[config.mk]
export PLATFORM = sky130hd
export DESIGN_NAME = noc_link_receiver
export DESIGN_NICKNAME = d
export VERILOG_FILES = /design/src/rtl/noc_pkg.sv /design/src/rtl/noc_flit_fifo.sv /design/src/rtl/noc_link_receiver.sv
export SDC_FILE = /design/constraint.sdc
export NUM_CORES = 1
export LEC_CHECK = 0
export BUFFER_PORTS_ARGS = -buffer_cell sky130_fd_sc_hd__buf_2
export CORE_MARGIN = 3
export CORE_UTILIZATION = 60
export DETAILED_ROUTE_END_ITERATION = 10
export PLACE_DENSITY = 0.86
export SYNTH_ARGS = -nofsm -noshare
export SYNTH_HDL_FRONTEND = slang
export SYNTH_HIERARCHICAL = 1
export SYNTH_SLANG_ARGS = --single-unit
[constraint.sdc]
create_clock -name clk -period 5.4 [get_ports clk]
set_clock_uncertainty 0.2 [all_clocks]
set_input_delay 0.54 -clock clk [delete_from_list [all_inputs] [get_ports clk]]
set_output_delay 0.54 -clock clk [all_outputs]
set_load 0.05 [all_outputs]
[src/rtl/noc_pkg.sv]
// Shared NoC link definitions: flit format and the default link buffer depth.
// LINK_DEPTH is also the reset value of the paired sender's credit counter.
package noc_pkg;

   localparam int FLIT_W     = 16;
   localparam int LINK_DEPTH = 4;

   typedef logic [FLIT_W-1:0] flit_t;

   // Width of a counter that must hold 0..depth inclusive.
   function automatic int cnt_width(input int depth);
      return $clog2(depth) + 1;
   endfunction

endpackage

[src/rtl/noc_flit_fifo.sv]
// Flit FIFO with full/empty flags and simultaneous push/pop.
// A push into a full FIFO is accepted only when a pop happens in the same
// cycle; otherwise it is refused and storage/pointers are left untouched.
// Head data reads as zero while empty so the output is clean after reset.
module noc_flit_fifo
   import noc_pkg::*;
#(
   parameter int W     = FLIT_W,
   parameter int DEPTH = LINK_DEPTH
) (
   input  logic                     clk,
   input  logic                     rst,
   input  logic                     push_i,
   input  logic [W-1:0]             wdata_i,
   input  logic                     pop_i,
   output logic [W-1:0]             rdata_o,
   output logic                     full_o,
   output logic                     empty_o,
   output logic                     push_ok_o,
   output logic [$clog2(DEPTH):0]   count_o
);

   localparam int AW = $clog2(DEPTH);
   localparam logic [AW:0] FULL_CNT = (AW+1)'(DEPTH);
   localparam logic [AW:0] CNT_ONE  = (AW+1)'(1);
   localparam logic [AW-1:0] PTR_ONE = AW'(1);

   logic [W-1:0]  mem_q [DEPTH];
   logic [AW-1:0] wptr_q, wptr_d;
   logic [AW-1:0] rptr_q, rptr_d;
   logic [AW:0]   count_q, count_d;
   logic          wr_en, rd_en;

   assign empty_o   = (count_q == '0);
   assign full_o    = (count_q == FULL_CNT);
   assign rd_en     = pop_i & ~empty_o;
   // Full slot is freed by a same-cycle pop, so the write may proceed.
   assign wr_en     = push_i & (~full_o | rd_en);
   assign push_ok_o = wr_en;
   assign count_o   = count_q;
   assign rdata_o   = empty_o ? '0 : mem_q[rptr_q];

   // Next-state for pointers and count; pointers wrap naturally (DEPTH is 2^n).
   always_comb begin
      wptr_d  = wptr_q;
      rptr_d  = rptr_q;
      count_d = count_q;
      if (wr_en) wptr_d = wptr_q + PTR_ONE;
      if (rd_en) rptr_d = rptr_q + PTR_ONE;
      unique case ({wr_en, rd_en})
         2'b10:   count_d = count_q + CNT_ONE;
         2'b01:   count_d = count_q - CNT_ONE;
         default: count_d = count_q;
      endcase
   end

   // Storage write; contents need no reset because empty masks the head.
   always_ff @(posedge clk) begin
      if (!rst && wr_en) mem_q[wptr_q] <= wdata_i;
   end

   // Pointer and count registers with synchronous reset.
   always_ff @(posedge clk) begin
      if (rst) begin
         wptr_q  <= '0;
         rptr_q  <= '0;
         count_q <= '0;
      end else begin
         wptr_q  <= wptr_d;
         rptr_q  <= rptr_d;
         count_q <= count_d;
      end
   end

endmodule

[src/rtl/noc_link_receiver.sv]
// Receive end of the credit-based NoC link. Buffers flits from the sender,
// hands them downstream with valid/ready, and returns one registered credit
// pulse per drained flit. A flit arriving while full without a pop is a
// sender protocol violation: it is dropped and a sticky overflow is raised.
module noc_link_receiver
   import noc_pkg::*;
#(
   parameter int FLIT_W = noc_pkg::FLIT_W,
   parameter int DEPTH  = LINK_DEPTH
) (
   input  logic                     clk,
   input  logic                     rst,
   input  logic                     enable,
   input  logic [FLIT_W-1:0]        data,
   output logic                     credit,
   output logic                     out_valid,
   output logic [FLIT_W-1:0]        out_data,
   input  logic                     out_ready,
   output logic [$clog2(DEPTH):0]   occupancy,
   output logic                     overflow
);

   logic pop;
   logic full, empty, push_ok;
   logic credit_q, credit_d;
   logic overflow_q, overflow_d;

   noc_flit_fifo #(
      .W     (FLIT_W),
      .DEPTH (DEPTH)
   ) u_fifo (
      .clk       (clk),
      .rst       (rst),
      .push_i    (enable),
      .wdata_i   (data),
      .pop_i     (pop),
      .rdata_o   (out_data),
      .full_o    (full),
      .empty_o   (empty),
      .push_ok_o (push_ok),
      .count_o   (occupancy)
   );

   assign out_valid = ~empty;
   assign pop       = out_valid & out_ready;

   // One credit per pop, returned the following cycle; never merged.
   assign credit_d   = pop;
   // Dropped flit: push refused because the buffer was full with no pop.
   assign overflow_d = overflow_q | (enable & ~push_ok);

   // Credit pulse and sticky overflow registers.
   always_ff @(posedge clk) begin
      if (rst) begin
         credit_q   <= 1'b0;
         overflow_q <= 1'b0;
      end else begin
         credit_q   <= credit_d;
         overflow_q <= overflow_d;
      end
   end

   assign credit   = credit_q;
   assign overflow = overflow_q;

   // full is only consumed through push_ok; keep it observable for reuse.
   logic unused_full;
   assign unused_full = full;

endmodule

==> flow_metrics.env <==
export IMPL_status="completed"
export IMPL_path_class="register to primary output"
export IMPL_utilization_pct=72.5
export IMPL_clkPwrFrac_pct=35.1
export IMPL_layout_setup_ws_ns=2.28
export IMPL_max_slew_margin_pct=26.4
export IMPL_rsz0062_at_grt="no"
export IMPL_fmax_ghz=0.321
export IMPL_p_comb_share_pct=12.7
export IMPL_antenna_found_initial=0
export IMPL_track_usage_pct=19.0
export IMPL_cts_buffers=9
export IMPL_path_cells="mux4_2, and2_1, buf_2"
export IMPL_place_ws_ns=2.29
export IMPL_syn_area_mm2=0.00305
export IMPL_vias_per_cell=5.50
export IMPL_ant_nets=0
export IMPL_fin_nets=243
export IMPL_required_ns=4.66
export IMPL_cp_slowest_cell="dfxtp_1"
export IMPL_swShare_pct=24.7
export IMPL_clock_sinks=75
export IMPL_drive_gt1_share_pct=33.8
export IMPL_min_path_type="input port to register"
export IMPL_grt_use_met1_pct=23.7
export IMPL_vias=1590
export IMPL_synth_nets=200
export IMPL_report_final_slew_viol_count=0
export IMPL_start_kind="register"
export IMPL_post_cts_resize_count=0
export IMPL_cts_tree="done"
export IMPL_grtUsageMet2_pct=30.8
export IMPL_place_gp_congestion=0.732
export IMPL_path_clk_slew_ns=0.07
export IMPL_cts_buffer_depth=2
export IMPL_drt_iter0_drc=96
export IMPL_yosysWarnings=6
export IMPL_layout_common_cells="edfxtp_1 (64), buf_2 (41), and2_1 (20)"
export IMPL_crit_arrival_ns=2.38
export IMPL_io_buffers=41
export IMPL_p_int_uw=953
export IMPL_final_common_cell="edfxtp_1"
export IMPL_grt_max_degree=21
export IMPL_worstPathMaxFanout=16
export IMPL_dieArea_mm2=0.00598
export IMPL_initial_core_util_pct=63.3
export IMPL_hold_viol_final=0
export IMPL_syn2layout_area_growth_pct=14.6
export IMPL_finalSetupViolations=0
export IMPL_cp_end_kind="primary output"
export IMPL_clockRootBuffer="clkbuf_8"
export IMPL_htreeDepth=3
export IMPL_pwr_share_seq_pct=52.1
export IMPL_fin_crit_ns=3.12
export IMPL_p_leak_nw=1.24
export IMPL_cpPeakStageDelay_ns=1.05
export IMPL_avgSynthCellArea_um2=17.4
export IMPL_met3_usage_pct=4.81
export IMPL_fp_row_count=25
export IMPL_die_w_um=77.3
export IMPL_maxCapViolCount=0
export IMPL_clock_latency_ns=0.33
export IMPL_grt_overflow=0
export IMPL_busiest_layer="met2"
export IMPL_drc=0
export IMPL_dp_hpwl_um=3290
export IMPL_switchingPower_uw=313
export IMPL_fin_hold_ws_ns=0.219
export IMPL_post_route_period_util_pct=57.8
export IMPL_first_global_vias=1696
export IMPL_wl_per_cell_um=17.5
export IMPL_synth_cells=175
export IMPL_die_height_um=77.3
export IMPL_dr_pass1_iters=4
export IMPL_wl_um=5070
export IMPL_num_antenna_cells=0
export IMPL_post_cts_buffers=0
export IMPL_cts_hold_buf=0
export IMPL_finalSetupTns_ns=0
export IMPL_ios=42
export IMPL_grt_pass1_wl_um=8350
export IMPL_coreArea_mm2=0.00482
export IMPL_worstMarginPinSlew_ns=1.10
export IMPL_power_density_mw_per_mm2=362
export IMPL_vdd_drop_max_v=0.000266
metal layers:
layer  routed length, um  share of wire [%]  vias up
met2                2600                 51       45
met5                   0                  0        -
met4                 102                2.0        0
li1                    -                  -      734
met1                2160                 43      801
met3                 203                4.0       10
worst paths after layout:
kind	start	to	slack, ns	cells after the start
max	register	out_data[8]	2.28	3
min	data[15]	u_fifo/mem_q[3][15]	0.22	1
max reg2reg	u_fifo/count_o[1]	u_fifo/mem_q[2][9]	2.33	6
min reg2reg	overflow	overflow	0.26	2
stage by stage:
step	cells	cell area (um2)	total power, mW
after CTS	289	3490	1.28
after global routing	289	3490	1.32
after floorplan	175	3050	0.794
final	289	3490	1.27
after global placement	274	3290	0.832
after detailed placement	274	3290	0.836
power groups by stage:
stage	sequential, mW	combinational, mW	clock, mW
5_1_grt	0.662	0.174	0.481
4_1_cts	0.660	0.164	0.453
6_report	0.660	0.161	0.445
3_5_place_dp	0.673	0.163	0
3_3_place_gp	0.671	0.160	0
2_1_floorplan	0.676	0.117	0
area by class of cell:
class,count,area (um2)
well taps,67,83.8
clock inverters,5,78.8
flip-flops and latches,75,2140
inverters,8,30.0
clock buffers,10,128
fillers,334,1320
multi-input cells,83,827
repair buffers,41,205
worst max-delay path, delay by kind of cell (launching register included):
kind | cells | cell delay (ns)
buffers and inverters | 1 | 0.21
and+or+nand+nor | 1 | 0.17
muxes | 1 | 0.61
DFF | 1 | 1.05
state kept, by name, indices dropped and copies added (netlist names), named ones only:
register	flops
u_fifo/count_o	3
overflow	1
credit	1
u_fifo/rptr_q	2
u_fifo/mem_q	64
u_fifo/wptr_q	2
Power figures use the tool's default switching activity.
